### config.mk
export PLATFORM = sky130hd
export DESIGN_NAME = mmu_dcache_req_arb_flat
export DESIGN_NICKNAME = d
export VERILOG_FILES = /design/src/rtl/mmu_dcache_req_arb_if.sv /design/src/rtl/mmu_dcache_req_arb.sv /design/src/flat_wrapper.sv
export SDC_FILE = /design/constraint.sdc
export NUM_CORES = 1
export LEC_CHECK = 0
export CORE_MARGIN = 2
export CORE_UTILIZATION = 40
export DETAILED_ROUTE_END_ITERATION = 6
export PLACE_DENSITY_LB_ADDON = 0.1
export SYNTH_ARGS = -nofsm -noshare
export SYNTH_HDL_FRONTEND = slang
export SYNTH_SLANG_ARGS = --single-unit
### constraint.sdc
create_clock -name clk -period 3.75 [get_ports clk]
set_input_delay 0.5625 -clock clk [delete_from_list [all_inputs] [get_ports clk]]
set_output_delay 0.5625 -clock clk [all_outputs]
set_load 0.005 [all_outputs]
### src/rtl/mmu_dcache_req_arb_if.sv
// Request/E2 bundle between E1 data-cache requesters and the dcache request arbiter.
//   slave  : arbiter side (takes E1 requests and stall, drives grant and E2 stage)
//   master : requester/pipeline side
interface mmu_dcache_req_arb_if #(
  parameter int unsigned NUM_CH  = 2,
  parameter int unsigned VADDR_W = 41,
  parameter int unsigned CNT_W   = 16
);
  localparam int unsigned CH_W = (NUM_CH > 1) ? $clog2(NUM_CH) : 1;

  logic [NUM_CH-1:0]         e1_req_i;
  logic [NUM_CH*VADDR_W-1:0] e1_vaddr_i;
  logic [NUM_CH-1:0]         e1_glob_i;
  logic [NUM_CH*4-1:0]       e1_size_i;
  logic [NUM_CH-1:0]         e1_non_trap_i;
  logic [NUM_CH*6-1:0]       e1_opc_i;
  logic [NUM_CH-1:0]         e1_grant_o;
  logic                      dcache_e3_stall_i;
  logic                      e2_valid_o;
  logic [CH_W-1:0]           e2_ch_o;
  logic [VADDR_W-1:0]        e2_vaddr_o;
  logic [5:0]                e2_opc_o;
  logic [3:0]                e2_size_o;
  logic                      e2_glob_o;
  logic                      e2_stall_o;
  logic                      e2_trap_dmisalign_o;
  logic                      e2_trap_dsyserror_o;
  logic                      e2_non_trapping_id_cancel_o;
  logic [CNT_W-1:0]          misalign_cnt_o;

  modport slave (
    input  e1_req_i, e1_vaddr_i, e1_glob_i, e1_size_i, e1_non_trap_i, e1_opc_i,
           dcache_e3_stall_i,
    output e1_grant_o, e2_valid_o, e2_ch_o, e2_vaddr_o, e2_opc_o, e2_size_o, e2_glob_o,
           e2_stall_o, e2_trap_dmisalign_o, e2_trap_dsyserror_o,
           e2_non_trapping_id_cancel_o, misalign_cnt_o
  );

  modport master (
    output e1_req_i, e1_vaddr_i, e1_glob_i, e1_size_i, e1_non_trap_i, e1_opc_i,
           dcache_e3_stall_i,
    input  e1_grant_o, e2_valid_o, e2_ch_o, e2_vaddr_o, e2_opc_o, e2_size_o, e2_glob_o,
           e2_stall_o, e2_trap_dmisalign_o, e2_trap_dsyserror_o,
           e2_non_trapping_id_cancel_o, misalign_cnt_o
  );
endinterface

### src/rtl/mmu_dcache_req_arb.sv
// Round-robin arbiter of NUM_CH E1 dcache requesters into a single E2 stage.
// Ports:
//   clk, rst_n : clock, asynchronous active-low reset
//   bus        : slave side of mmu_dcache_req_arb_if (E1 requests/fields, one-hot
//                grant, dcache E3 stall, registered E2 access, traps, misalign counter)
module mmu_dcache_req_arb #(
  parameter int unsigned NUM_CH  = 2,
  parameter int unsigned VADDR_W = 41,
  parameter int unsigned CNT_W   = 16
) (
  input logic                 clk,
  input logic                 rst_n,
  mmu_dcache_req_arb_if.slave bus
);
  localparam int unsigned CH_W  = (NUM_CH > 1) ? $clog2(NUM_CH) : 1;
  localparam int unsigned SUM_W = CH_W + 1;

  localparam logic [5:0] OPC_LOAD    = 6'b000001;
  localparam logic [5:0] OPC_STORE   = 6'b000010;
  localparam logic [5:0] OPC_LDC     = 6'b000011;
  localparam logic [5:0] OPC_FDA     = 6'b000111;
  localparam logic [5:0] OPC_CWS     = 6'b001111;
  localparam logic [5:0] OPC_DZEROL  = 6'b100000;
  localparam logic [5:0] OPC_DINVALL = 6'b011000;
  localparam logic [5:0] OPC_DTOUCHL = 6'b011100;
  localparam logic [5:0] OPC_DINVAL  = 6'b111000;
  localparam logic [5:0] OPC_WPURGE  = 6'b001000;

  logic [CH_W-1:0]    ptr_q;
  logic [CH_W-1:0]    win_c;
  logic [SUM_W-1:0]   idx_c;
  logic               any_c;
  logic [NUM_CH-1:0]  grant_c;

  logic [VADDR_W-1:0] w_vaddr_c;
  logic [5:0]         w_opc_c;
  logic [3:0]         w_size_c;
  logic               w_glob_c;
  logic               w_nt_c;

  logic               line_op_c, mem_op_c, size_ok_c, sys_c, mis_c;

  logic               e2_valid_q;
  logic [CH_W-1:0]    e2_ch_q;
  logic [VADDR_W-1:0] e2_vaddr_q;
  logic [5:0]         e2_opc_q;
  logic [3:0]         e2_size_q;
  logic               e2_glob_q;
  logic               dmis_q, sys_q, cancel_q;
  logic [CNT_W-1:0]   cnt_q;

  // Rotating-priority search: first requester at or after ptr_q, wrapping.
  always_comb begin
    grant_c = '0;
    win_c   = '0;
    any_c   = 1'b0;
    idx_c   = '0;
    for (int unsigned i = 0; i < NUM_CH; i++) begin
      idx_c = {1'b0, ptr_q} + SUM_W'(i);
      if (idx_c >= SUM_W'(NUM_CH)) idx_c = idx_c - SUM_W'(NUM_CH);
      if (!any_c && bus.e1_req_i[idx_c[CH_W-1:0]]) begin
        any_c = 1'b1;
        win_c = idx_c[CH_W-1:0];
      end
    end
    if (!rst_n || bus.dcache_e3_stall_i) any_c = 1'b0;
    if (any_c) grant_c[win_c] = 1'b1;
  end

  // Winner field mux.
  always_comb begin
    w_vaddr_c = '0;
    w_opc_c   = '0;
    w_size_c  = '0;
    w_glob_c  = 1'b0;
    w_nt_c    = 1'b0;
    for (int unsigned i = 0; i < NUM_CH; i++) begin
      if (win_c == CH_W'(i)) begin
        w_vaddr_c = bus.e1_vaddr_i[i*VADDR_W +: VADDR_W];
        w_opc_c   = bus.e1_opc_i[i*6 +: 6];
        w_size_c  = bus.e1_size_i[i*4 +: 4];
        w_glob_c  = bus.e1_glob_i[i];
        w_nt_c    = bus.e1_non_trap_i[i];
      end
    end
  end

  // Trap classification; line ops bypass size and alignment checks entirely.
  always_comb begin
    line_op_c = w_opc_c inside {OPC_DZEROL, OPC_DINVALL, OPC_DTOUCHL, OPC_DINVAL, OPC_WPURGE};
    mem_op_c  = w_opc_c inside {OPC_LOAD, OPC_STORE, OPC_LDC, OPC_FDA, OPC_CWS};
    size_ok_c = w_size_c inside {4'd1, 4'd2, 4'd4, 4'd8};
    sys_c     = !line_op_c && (!mem_op_c || !size_ok_c);
    mis_c     = mem_op_c && size_ok_c && ((w_vaddr_c[3:0] & (w_size_c - 4'd1)) != 4'd0);
  end

  // E2 stage, round-robin pointer and misalignment counter; all frozen by the stall.
  always_ff @(posedge clk or negedge rst_n) begin
    if (!rst_n) begin
      ptr_q      <= '0;
      e2_valid_q <= 1'b0;
      e2_ch_q    <= '0;
      e2_vaddr_q <= '0;
      e2_opc_q   <= '0;
      e2_size_q  <= '0;
      e2_glob_q  <= 1'b0;
      dmis_q     <= 1'b0;
      sys_q      <= 1'b0;
      cancel_q   <= 1'b0;
      cnt_q      <= '0;
    end else if (!bus.dcache_e3_stall_i) begin
      e2_valid_q <= any_c;
      if (any_c) begin
        ptr_q      <= (win_c == CH_W'(NUM_CH - 1)) ? '0 : win_c + CH_W'(1);
        e2_ch_q    <= win_c;
        e2_vaddr_q <= w_vaddr_c;
        e2_opc_q   <= w_opc_c;
        e2_size_q  <= w_size_c;
        e2_glob_q  <= w_glob_c;
        sys_q      <= sys_c;
        dmis_q     <= mis_c && !w_nt_c;
        cancel_q   <= mis_c && w_nt_c;
        if (mis_c && (cnt_q != '1)) cnt_q <= cnt_q + CNT_W'(1);
      end else begin
        sys_q    <= 1'b0;
        dmis_q   <= 1'b0;
        cancel_q <= 1'b0;
      end
    end
  end

  assign bus.e1_grant_o                  = grant_c;
  assign bus.e2_valid_o                  = e2_valid_q;
  assign bus.e2_ch_o                     = e2_ch_q;
  assign bus.e2_vaddr_o                  = e2_vaddr_q;
  assign bus.e2_opc_o                    = e2_opc_q;
  assign bus.e2_size_o                   = e2_size_q;
  assign bus.e2_glob_o                   = e2_glob_q;
  assign bus.e2_stall_o                  = e2_valid_q & bus.dcache_e3_stall_i;
  assign bus.e2_trap_dmisalign_o         = dmis_q;
  assign bus.e2_trap_dsyserror_o         = sys_q;
  assign bus.e2_non_trapping_id_cancel_o = cancel_q;
  assign bus.misalign_cnt_o              = cnt_q;
endmodule

### src/flat_wrapper.sv
// flat-port wrapper written by rule: the top's interface ports become plain ports
module mmu_dcache_req_arb_flat 
#(
  parameter int unsigned NUM_CH  = 2,
  parameter int unsigned VADDR_W = 41,
  parameter int unsigned CNT_W   = 16
)
  (clk, rst_n, bus_e1_req_i, bus_e1_vaddr_i, bus_e1_glob_i, bus_e1_size_i, bus_e1_non_trap_i, bus_e1_opc_i, bus_dcache_e3_stall_i, bus_e1_grant_o, bus_e2_valid_o, bus_e2_ch_o, bus_e2_vaddr_o, bus_e2_opc_o, bus_e2_size_o, bus_e2_glob_o, bus_e2_stall_o, bus_e2_trap_dmisalign_o, bus_e2_trap_dsyserror_o, bus_e2_non_trapping_id_cancel_o, bus_misalign_cnt_o);
  mmu_dcache_req_arb_if #(.NUM_CH(NUM_CH), .VADDR_W(VADDR_W), .CNT_W(CNT_W)) bus_i ();
  input logic clk;
  input logic rst_n;
  input wire logic [$bits(bus_i.e1_req_i)-1:0] bus_e1_req_i;
  input wire logic [$bits(bus_i.e1_vaddr_i)-1:0] bus_e1_vaddr_i;
  input wire logic [$bits(bus_i.e1_glob_i)-1:0] bus_e1_glob_i;
  input wire logic [$bits(bus_i.e1_size_i)-1:0] bus_e1_size_i;
  input wire logic [$bits(bus_i.e1_non_trap_i)-1:0] bus_e1_non_trap_i;
  input wire logic [$bits(bus_i.e1_opc_i)-1:0] bus_e1_opc_i;
  input wire logic [$bits(bus_i.dcache_e3_stall_i)-1:0] bus_dcache_e3_stall_i;
  output wire logic [$bits(bus_i.e1_grant_o)-1:0] bus_e1_grant_o;
  output wire logic [$bits(bus_i.e2_valid_o)-1:0] bus_e2_valid_o;
  output wire logic [$bits(bus_i.e2_ch_o)-1:0] bus_e2_ch_o;
  output wire logic [$bits(bus_i.e2_vaddr_o)-1:0] bus_e2_vaddr_o;
  output wire logic [$bits(bus_i.e2_opc_o)-1:0] bus_e2_opc_o;
  output wire logic [$bits(bus_i.e2_size_o)-1:0] bus_e2_size_o;
  output wire logic [$bits(bus_i.e2_glob_o)-1:0] bus_e2_glob_o;
  output wire logic [$bits(bus_i.e2_stall_o)-1:0] bus_e2_stall_o;
  output wire logic [$bits(bus_i.e2_trap_dmisalign_o)-1:0] bus_e2_trap_dmisalign_o;
  output wire logic [$bits(bus_i.e2_trap_dsyserror_o)-1:0] bus_e2_trap_dsyserror_o;
  output wire logic [$bits(bus_i.e2_non_trapping_id_cancel_o)-1:0] bus_e2_non_trapping_id_cancel_o;
  output wire logic [$bits(bus_i.misalign_cnt_o)-1:0] bus_misalign_cnt_o;
  assign bus_i.e1_req_i = bus_e1_req_i;
  assign bus_i.e1_vaddr_i = bus_e1_vaddr_i;
  assign bus_i.e1_glob_i = bus_e1_glob_i;
  assign bus_i.e1_size_i = bus_e1_size_i;
  assign bus_i.e1_non_trap_i = bus_e1_non_trap_i;
  assign bus_i.e1_opc_i = bus_e1_opc_i;
  assign bus_i.dcache_e3_stall_i = bus_dcache_e3_stall_i;
  assign bus_e1_grant_o = bus_i.e1_grant_o;
  assign bus_e2_valid_o = bus_i.e2_valid_o;
  assign bus_e2_ch_o = bus_i.e2_ch_o;
  assign bus_e2_vaddr_o = bus_i.e2_vaddr_o;
  assign bus_e2_opc_o = bus_i.e2_opc_o;
  assign bus_e2_size_o = bus_i.e2_size_o;
  assign bus_e2_glob_o = bus_i.e2_glob_o;
  assign bus_e2_stall_o = bus_i.e2_stall_o;
  assign bus_e2_trap_dmisalign_o = bus_i.e2_trap_dmisalign_o;
  assign bus_e2_trap_dsyserror_o = bus_i.e2_trap_dsyserror_o;
  assign bus_e2_non_trapping_id_cancel_o = bus_i.e2_non_trapping_id_cancel_o;
  assign bus_misalign_cnt_o = bus_i.misalign_cnt_o;
  mmu_dcache_req_arb #(.NUM_CH(NUM_CH), .VADDR_W(VADDR_W), .CNT_W(CNT_W)) u_core (.clk(clk), .rst_n(rst_n), .bus(bus_i));
endmodule
* Yosys cells after proc, flatten, opt, wreduce, memory -nomap -nowiden
Cells that the tools add are included.
** Word-level totals
- Register bits :: 74
- Input port bits :: 111
** Operators by class
- Add/subtract/negate cells :: 6
- Order comparisons :: 6
- Equal/unequal tests :: 15
- Mux-type cells :: 23
- Bitwise logic cells :: 3
- Reductions and logical operators :: 22
** Operators by type and width (number)
- 2-to-1 mux 41 bit :: 1
- 2-to-1 mux 1 bit :: 18
- adder 16 x 1 -> 16 bit (second input constant) :: 1
- inequality test 16 bit (second input constant) :: 1
- equality test 6 x 2 -> 1 bit (second input constant) :: 2
- equality test 6 x 4 -> 1 bit (second input constant) :: 2
- equality test 6 x 5 -> 1 bit (second input constant) :: 2
- equality test 6 bit (second input constant) :: 2
- nonzero test 5 bit :: 2
- logical AND 1 bit :: 8
- nonzero test 4 bit :: 2
- equality test 6 x 1 -> 1 bit (second input constant) :: 1
- equality test 6 x 3 -> 1 bit (second input constant) :: 1
- zero test 1 bit :: 6
- less-than comparator 1 x 2 -> 1 bit (second input constant) :: 3
- 2-to-1 mux 6 bit :: 1
- bitwise AND 4 bit :: 1
- equality test 4 x 1 -> 1 bit (second input constant) :: 1
- equality test 4 x 2 -> 1 bit (second input constant) :: 1
- equality test 4 x 3 -> 1 bit (second input constant) :: 1
- equality test 4 bit (second input constant) :: 1
- 2-to-1 mux 4 bit :: 1
- subtractor 4 x 1 -> 4 bit (second input constant) :: 1
- AND reduction 3 bit :: 1
- other kinds (12) :: 14

* Depth between registers and ports, before layout
Gate-level depths: netlist (run 1).
- Depth in word-level cells :: 15
- Depth in mapped cells :: 13

* Worst setup path before layout (run 1)
Ideal clock, no wire load.
- Path kind :: input port to flip-flop
- Start point :: input bus_e1_req_i[0]
- End point :: register u_core.cnt_q[15], in the netlist u_core.bus.misalign_cnt_o[15]
- Library setup time :: 0.138 ns
- Data arrival time :: 3.011 ns
- Data required time :: 3.612 ns
- Setup slack :: 0.601 ns
- Stages on the path :: 13
- Buffers on the path :: 1
- Path through :: and2b_4 > nor2_1 > nor2_1 > a21oi_1 > ha_1 > xor2_1 > a2111oi_0 > a22oi_1 > o21ai_1 > a41o_1 > buf_6 > nor4_1 > xor2_1
** Between the ends
- Word-level cells in the longest chain between the ends :: 13
- Elaborated cells on any way between the ends :: 32
** RTL lines
- from (decl) :: line flat_wrapper.sv:12 : input wire logic [$bits(bus_i.e1_req_i)-1:0] bus_e1_req_i;
- 2-to-1 mux 1 bit (not written as such) (2 in series) :: line mmu_dcache_req_arb.sv:61 : if (!any_c && bus.e1_req_i[idx_c[CH_W-1:0]]) begin
- 2-to-1 mux 1 bit :: line mmu_dcache_req_arb.sv:61
- zero test 1 bit :: line mmu_dcache_req_arb.sv:61
- logical AND 1 bit :: line mmu_dcache_req_arb.sv:61
- 2-to-1 mux 1 bit :: line mmu_dcache_req_arb.sv:61
- 2-to-1 mux 4 bit or 2-to-1 mux 6 bit (tied branches) :: line mmu_dcache_req_arb.sv:78 : if (win_c == CH_W'(i)) begin
- subtractor 4 x 1 -> 4 bit, or another cell as far along :: line mmu_dcache_req_arb.sv:94 : mis_c = mem_op_c && size_ok_c && ((w_vaddr_c[3:0] & (w_size_c - 4'd1)) != 4'd0);
- bitwise AND 4 bit, or another cell as far along :: line mmu_dcache_req_arb.sv:94
- nonzero test 4 bit or logical AND 1 bit (tied branches) :: line mmu_dcache_req_arb.sv:94
- logical AND 1 bit :: line mmu_dcache_req_arb.sv:94
- logical AND 1 bit :: line mmu_dcache_req_arb.sv:123 : if (mis_c && (cnt_q != '1)) cnt_q <= cnt_q + CNT_W'(1);
- AND reduction 3 bit (no source line) (*)
- to (signal assigned) :: line mmu_dcache_req_arb.sv:123
- to (decl) :: line mmu_dcache_req_arb.sv:50 : logic [CNT_W-1:0] cnt_q;
Every way passes the cells marked *; elsewhere a longest branch is shown, timed or not. The select of a mux whose other input is x is not followed.
A chain may end at the register's enable or synchronous reset.

* Worst setup path in the final report (run 1)
- Start point :: input bus_e1_req_i[0]
- End point :: register u_core.cnt_q[4], in the netlist u_core.bus.misalign_cnt_o[4]
Same word-level chain as after synthesis.

==> qor.yml, run 1 <==
sta:
  fmax_mhz: 303.6
  skew_ps: 14.08
  finalCritPeriodShare_pct: 87.83
  maxSlewHeadroom_pct: 37.52
  fin_crit_ps: 3294
  rsz0062_at_grt: "false"
  fin_setup_tns_ps: 0
  setup-violations-final: 0
  max_slew.worst_pin.slew_ps: 937.2
  slew_violations: 0
  hold_viol_final: 0
cells_and_area:
  syn_to_final_growth_pct: 59.88
  multiInputGateArea_sq_mm: 0.001712
  post-route-util_pct: 66.58
  regArea_sq_mm: 0.001852
  drive_above_1_share_pct: 9.217
  final_cell_mix: "185 x clkdlybuf4s50_1, 98 x nand2_1, 74 x dfrtp_1, 39 x a22oi_1"
  fill_cells: 736
  final_area_sq_mm: 0.005863
  nets: 685
  final_common_cell: "clkdlybuf4s50_1"
  diodes: 0
floorplanning:
  die_width_microns: 99.75
  io_pins: 187
  rows: 34
  die-area_sq_mm: 0.009950
  die_h_microns: 99.75
  start_util_pct: 41.65
  core_sq_mm: 0.008806
synth:
  ys_ff_latch: 74
  synth_top_family_by_area: "simple AND/OR/NAND/NOR gates"
  syn-num-nets: 493
  synth_area_per_cell_sq_um: 9.702
  muxShareOfSynthArea_pct: 3.446
  synth_seq_area_share_pct: 50.49
  postSynthCellCount: 378
  synth_xor_area_share_pct: 3.821
  synthAdderAreaFrac_pct: 1.638
  synth_flop_cell: "dfrtp_1"
  synth-compound-area-share_pct: 16.82
  async_flop_share_pct: 100.0
  synth_edf_count: 0
  synth-simple-area-share_pct: 20.37
  yosys.cell_types.count: 51
  syn_area_sq_mm: 0.003667
  yosys_warnings: 0
pwr:
  leakage_uw: 0.002603
  p_per_area_mw_per_mm2: 371.8
  peakVddDrop_mv: 0.2009
  total_power_uw: 2180
global_route:
  grt_overflow: 0
  grt_pass1_vias: 3592
  antenna_found_initial: 0
  grt_util_all_layers_pct: 22.95
  grt_pass1_wl_mm: 18.13
  grt_start_max_net_pins: 75
detailed_routing:
  ant_nets: 0
  dr.pass1.iters: 6
  wl_per_cell_microns: 16.64
  met2_length_mm: 5.423
  vias_per_cell: 5.247
  drt_iter0_markers: 132
  num_vias: 3584
  top_layer: "met4"
  drc: 0
  wl_met1_mm: 4.941
  drt_wl_total_mm: 11.36
  wl_met3_microns: 807
clocking:
  clk_latency_ps: 350
  cts_resized: 0
  cts_root_buf: "clkbuf_8"
  cts-buffers-inserted: 9
  cts_hold_buf: 0
  post_cts_buffers: 0
  h-tree-depth: 3
  cts_sinks: 74
  cts_tree: "built"
  clock_path_buffers: 2
  clk_pin_slew_ps: 90
place:
  dp_hpwl_mm: 8.290
  io_buffers: 186
  gp_congestion: 0.9650
  placed_cell_area_sq_mm: 0.005693
setup_path:
  cp_max_fo: 9
  slowest_stage: "clkdlybuf4s50_1"
  timing.rr.start: "u_core.ptr_q"
  reg2reg_depth: 13
  worstSetupPathType: "primary input to flip-flop"
  crit_family: "compound AO/OA/AOI/OAI gates"
  path_cells: "clkdlybuf4s50_1, and2b_4, nor2_1, nor2_1, a21oi_1, ha_1, xor2_1, a2111oi_0, a22oi_1, o21ai_1, a41o_1, buf_4, nor3_1, xor2_1"
  crit_buf_inv: 2
  endpoint_kind: "flip-flop"
  crit_start: "bus_e1_req_i[0]"
  cp_data_arrival_time_ps: 3510
  start_kind: "primary input"
  cp_slowest_stage_delay_ps: 490
  r2r_slack_ps: 810
  reg2reg_to: "u_core.bus.misalign_cnt_o[4]"
  crit_required_ps: 3960
worst_hold_path:
  hold_path.class: "primary input to async pin"
outcome:
  outcome: "finished clean"
job:
  max_cap_viol_count: 0
[layer usage]
metal / vias up / global-route usage (%)
met5: - / 0
met4: 0 / 7.271
met3: 14 / 6.817
met2: 130 / 36.75
met1: 1721 / 30.09
li1: 1719 / -
[cell usage after synthesis (2+ instances only)]
cell type / n / area [sq um]
nand2_1: 98 / 367.9
dfrtp_1: 74 / 1852
a22oi_1: 39 / 292.8
o21ai_0: 15 / 75.07
xor2_1: 15 / 131.4
clkbuf_1: 14 / 52.55
nor2_1: 14 / 52.55
nand3_1: 10 / 50.05
inv_1: 8 / 30.03
mux2i_1: 7 / 70.07
nor4_1: 7 / 43.79
and3_1: 6 / 37.54
nor3_2: 6 / 60.06
ha_1: 4 / 50.05
mux2_2: 4 / 45.04
nor3_1: 4 / 20.02
a21oi_1: 3 / 15.01
buf_6: 3 / 33.78
o2111ai_1: 3 / 26.28
o21ai_1: 3 / 15.01
a2111oi_2: 2 / 30.03
a21o_1: 2 / 15.01
a31oi_1: 2 / 12.51
and2_1: 2 / 12.51
nand2b_1: 2 / 12.51
nand4_1: 2 / 12.51
nor2b_1: 2 / 12.51
o211ai_1: 2 / 15.01
o31a_1: 2 / 17.52
or2_2: 2 / 12.51
[metrics by stage]
| stage | hold slack (ps) | std cells | setup WS, ps |
|---|---|---|---|
| after floorplan | 266.9 | 378 | 600.5 |
| after global placement | 461.7 | 667 | 228.8 |
| after detailed placement | 470.9 | 667 | 98.50 |
| after CTS | 488.7 | 683 | 446.7 |
| after global routing | 513.9 | 683 | 80.63 |
| final | 455.6 | 683 | 456.2 |
[kinds of logic (layout without fill, tap and decap cells)]
kind of cell               after synthesis  after routing
AOI/OAI and AO/OA                       84             84
muxes                                   12             12
and+or+nand+nor                        160            160
buffers and inverters                   27            224
adders and majority gates                5              5
DFF                                     74             74
xor gates and xnor gates                16             16
[where the power goes]
group	switching, uW	internal (uW)
clock	308	241
combinational	245	408
sequential	65.8	912
total	618	1560
[worst max-delay path by stage]
stage                                    endpoint  slack (ps)  depth (start not counted)
finish               u_core.bus.misalign_cnt_o[4]         460                         14
global route         u_core.bus.misalign_cnt_o[4]          80                         14
CTS                  u_core.bus.misalign_cnt_o[4]         450                         14
detailed placement   u_core.bus.misalign_cnt_o[4]         100                         14
global placement    u_core.bus.misalign_cnt_o[10]         230                         14
floorplan           u_core.bus.misalign_cnt_o[15]         600                         13
[state kept, by name, summed over array words and instances, names as in the netlist]
name and cells:
u_core.bus.e2_ch_o 1, u_core.bus.e2_size_o 4, u_core.bus.e2_non_trapping_id_cancel_o 1, u_core.bus.e2_trap_dmisalign_o 1, u_core.bus.misalign_cnt_o 16, u_core.bus.e2_valid_o 1
u_core.ptr_q 1, u_core.bus.e2_trap_dsyserror_o 1, u_core.bus.e2_opc_o 6, u_core.bus.e2_glob_o 1, u_core.bus.e2_vaddr_o 41
[area by class of cell]
type	count	area share, %
Clock buffer	10	2.177
Timing Repair Buffer	200	33.50
Tap cell	108	2.305
Multi-Input combinational cell	277	29.19
Inverter	8	0.5122
Sequential cell	74	31.58
Clock inverter	6	0.7256
[worst reg2reg max path: stages (launching register included)]
cell       delay, ps
dfrtp_1          380
and2b_4          220
nor2_1           150
nor2_1            60
a21oi_1          170
ha_1             270
xor2_1            90
a2111oi_0        440
a22oi_1          160
o21ai_1          210
a41o_1           190
buf_4            220
nor3_1            90
xor2_1           180
Power figures use the tool's default switching activity.
==> run 2, diff against run 1 <==
--- a/config.mk
+++ b/config.mk
@@ -5,8 +5,9 @@
 export SDC_FILE = /design/constraint.sdc
 export NUM_CORES = 1
 export LEC_CHECK = 0
+export ABC_AREA = 1
 export CORE_MARGIN = 2
-export CORE_UTILIZATION = 40
+export CORE_UTILIZATION = 41
 export DETAILED_ROUTE_END_ITERATION = 6
 export PLACE_DENSITY_LB_ADDON = 0.1
 export SYNTH_ARGS = -nofsm -noshare
==> qor.yml, run 2 <==
detailed_routing:
  drt_wl_total_mm: 11.41  # was 11.36 mm
  num_vias: 3921  # was 3584
  drt_iter0_markers: 192  # was 132
  ant_nets: 0  # unchanged
  wl_per_cell_microns: 14.89  # was 16.64 microns
  drc: 0  # unchanged
  dr.pass1.iters: 5  # was 6
  vias_per_cell: 5.119  # was 5.247
clocking:
  clk_pin_slew_ps: 80  # was 90 ps
  cts_hold_buf: 0  # unchanged
  h-tree-depth: 3  # unchanged
  post_cts_buffers: 0  # unchanged
  cts_root_buf: "clkbuf_8"  # unchanged
  cts_sinks: 74  # unchanged
  cts_tree: "built"  # unchanged
  cts-buffers-inserted: 9  # unchanged
  cts_resized: 0  # unchanged
  clock_path_buffers: 2  # unchanged
  clk_latency_ps: 340  # was 350 ps
setup_path:
  start_kind: "primary input"  # unchanged
  reg2reg_to: "u_core.bus.misalign_cnt_o[15]"  # was u_core.bus.misalign_cnt_o[4]
  r2r_slack_ps: 1130  # was 810 ps
  endpoint_kind: "primary output"  # was flip-flop
  cp_data_arrival_time_ps: 2570  # was 3510 ps
  worstSetupPathType: "primary input to primary output"  # was primary input to flip-flop
  reg2reg_depth: 16  # was 13
  cp_max_fo: 13  # was 9
  crit_required_ps: 3190  # was 3960 ps
  timing.rr.start: "u_core.ptr_q"  # unchanged
cells_and_area:
  final_common_cell: "clkdlybuf4s50_1"  # unchanged
  syn_to_final_growth_pct: 56.60  # was 59.88%
  final_cell_mix: "185 x clkdlybuf4s50_1, 180 x nand2_1, 74 x dfrtp_1, 38 x a22oi_1, 35 x inv_1"  # was 185 x clkdlybuf4s50_1, 98 x nand2_1, 74 x dfrtp_1, 39 x a22oi_1
  drive_above_1_share_pct: 5.167  # was 9.217%
  nets: 768  # was 685
  largest_reg_flops: 41  # unchanged
  diodes: 0  # unchanged
global_route:
  grt_start_max_net_pins: 75  # unchanged
  antenna_found_initial: 0  # unchanged
  grt_util_all_layers_pct: 23.70  # was 22.95%
  grt_overflow: 0  # unchanged
  grt_pass1_vias: 4037  # was 3592
  grt_pass1_wl_mm: 19.00  # was 18.13 mm
pwr:
  p_seq_share_pct: 43.0  # was 44.9%
  power.share.switching_pct: 27.50  # was 28.36%
  p_int_uw: 1641  # was 1562 uW
  p_per_area_mw_per_mm2: 383.2  # was 371.8 mW/mm^2
  p_sw_uw: 622.3  # was 618.3 uW
  peakVddDrop_mv: 0.1926  # was 0.2009 mV
  clkPwrFrac_pct: 29.0  # was 25.2%
  p_comb_share_pct: 28.0  # was 29.9%
  leakage_uw: 0.002679  # was 0.002603 uW
place:
  io_buffers: 186  # unchanged
  dp_hpwl_mm: 8.350  # was 8.290 mm
  gp_congestion: 0.8487  # was 0.9650
  preCtsSetupSlack_ps: 417.8  # was 98.50 ps
job:
  max_cap_viol_count: 0  # unchanged
sta:
  slew_violations: 0  # unchanged
  setup-violations-final: 0  # unchanged
  max_slew.worst_pin.slew_ps: 925.8  # was 937.2 ps
  fmax_mhz: 319.1  # was 303.6 MHz
  finalCritPeriodShare_pct: 83.57  # was 87.83%
  fin_crit_ps: 3134  # was 3294 ps
  fin_setup_tns_ps: 0  # unchanged
  layout_setup_ws_ps: 616.1  # was 456.2 ps
  hold_viol_final: 0  # unchanged
  rsz0062_at_grt: "false"  # unchanged
  maxSlewHeadroom_pct: 38.28  # was 37.52%
  skew_ps: 10.48  # was 14.08 ps
synth:
  synth_flop_cell: "dfrtp_1"  # unchanged
  synth_area_per_cell_sq_um: 7.990  # was 9.702 sq um
  synth_seq_area_share_pct: 49.10  # was 50.49%
  yosys.cell_types.count: 27  # was 51
  async_flop_share_pct: 100.0  # unchanged
  synth_area_leader_cell: "dfrtp_1"  # unchanged
  ys_ff_latch: 74  # unchanged
  synth.area.top_cells: "dfrtp_1 49%, nand2_1 18%, a22oi_1 7.6%, inv_1 3.5%, nand3_1 3.3%"  # was dfrtp_1 50%, nand2_1 10%, a22oi_1 8.0%, xor2_1 3.6%, o21ai_0 2.0%
  postSynthCellCount: 472  # was 378
  synth_top_area_share_pct: 49.10  # was 50.49%
  yosys_warnings: 0  # unchanged
  synth_common_cells: "180 x nand2_1, 74 x dfrtp_1, 38 x a22oi_1"  # was 98 x nand2_1, 74 x dfrtp_1, 39 x a22oi_1
  syn_area_sq_mm: 0.003771  # was 0.003667 sq mm
  yosysMostFrequentCell: "nand2_1"  # unchanged
  synth_edf_count: 0  # unchanged
  syn-num-nets: 587  # was 493
worst_hold_path:
  hold_path.class: "primary input to async pin"  # unchanged
floorplanning:
  rows: 34  # unchanged
  die-area_sq_mm: 0.009981  # was 0.009950 sq mm
  die_h_microns: 99.91  # was 99.75 microns
  core_sq_mm: 0.008806  # unchanged
  io_pins: 187  # unchanged
  start_util_pct: 42.82  # was 41.65%
  die_width_microns: 99.91  # was 99.75 microns
outcome:
  outcome: "finished clean"  # unchanged
[run 2: area by class of cell]
| type | instances | area (sq um) |
|---|---|---|
| Multi-Input combinational cell | 339 | 1659 |
| Clock buffer | 11 | 151.4 |
| Timing Repair Buffer | 193 | 1912 |
| Clock inverter | 5 | 61.31 |
| Tap cell | 108 | 135.1 |
| Sequential cell | 74 | 1852 |
| Fill cell | 761 | 2900 |
| Inverter | 36 | 135.1 |
[run 2: logic make-up (layout without fill, tap and decap cells)]
group / Yosys count / after routing / synth area share, %
AND/OR/NAND/NOR: 269 / 269 / 30.42
flip-flops: 74 / 74 / 49.10
multiplexers: 1 / 1 / 0.2654
AO/OA/AOI/OAI: 60 / 60 / 10.68
buffers and inverters: 59 / 245 / 7.033
adder cells (fa/ha/maj): 4 / 4 / 1.327
XOR/XNOR: 5 / 5 / 1.161
[run 2: metal layers]
metal  vias up  GRT usage (%)  part of all wire (%)
li1       1915              -                     -
met1      1831          28.42                    40
met2       158          41.94                    50
met3        17          6.476                   8.1
met4         0          6.639                   1.5
met5         -              0                     0
[run 2: worst max path at each step]
stage                    startpoint                             to  slack, ps  cells past startpoint
floorplan           bus_e1_req_i[0]  u_core.bus.misalign_cnt_o[15]       1520                     15
global placement    bus_e1_req_i[1]  u_core.bus.misalign_cnt_o[11]        580                     14
detailed placement  bus_e1_req_i[1]  u_core.bus.misalign_cnt_o[13]        420                     16
CTS                 bus_e1_req_i[1]              bus_e1_grant_o[0]        620                      6
global route        bus_e1_req_i[1]              bus_e1_grant_o[0]        500                      6
finish              bus_e1_req_i[1]              bus_e1_grant_o[0]        620                      6
[run 2: critical path, cell delays in order]
cell and delay [ps]:
clkdlybuf4s50_1 630, nand2_2 280, buf_4 230, inv_1 120
nor2_2 170, clkdlybuf4s50_1 570
[run 2: metrics by stage]
stage / hold slack, ps / utilization [%] / cells / power, uW / cell area [sq um]
floorplan: 266.9 / - / 472 / 1201 / 3771
global placement: 464.8 / 64.65 / 750 / 1609 / 5693
detailed placement: 471.8 / 64.65 / 750 / 1623 / 5693
CTS: 491.8 / 67.06 / 766 / 2287 / 5906
global route: 523.6 / 67.06 / 766 / 2404 / 5906
finish: 460.6 / 67.06 / 766 / 2263 / 5906
[run 2: power by group through the flow]
stage          Sequential (uW)  Combinational [uW]  Clock [uW]
3_3_place_gp               983                 626           0
4_1_cts                    975                 638         673
6_report                   974                 633         656
2_1_floorplan              994                 208           0
3_5_place_dp               989                 635           0
5_1_grt                    990                 694         720
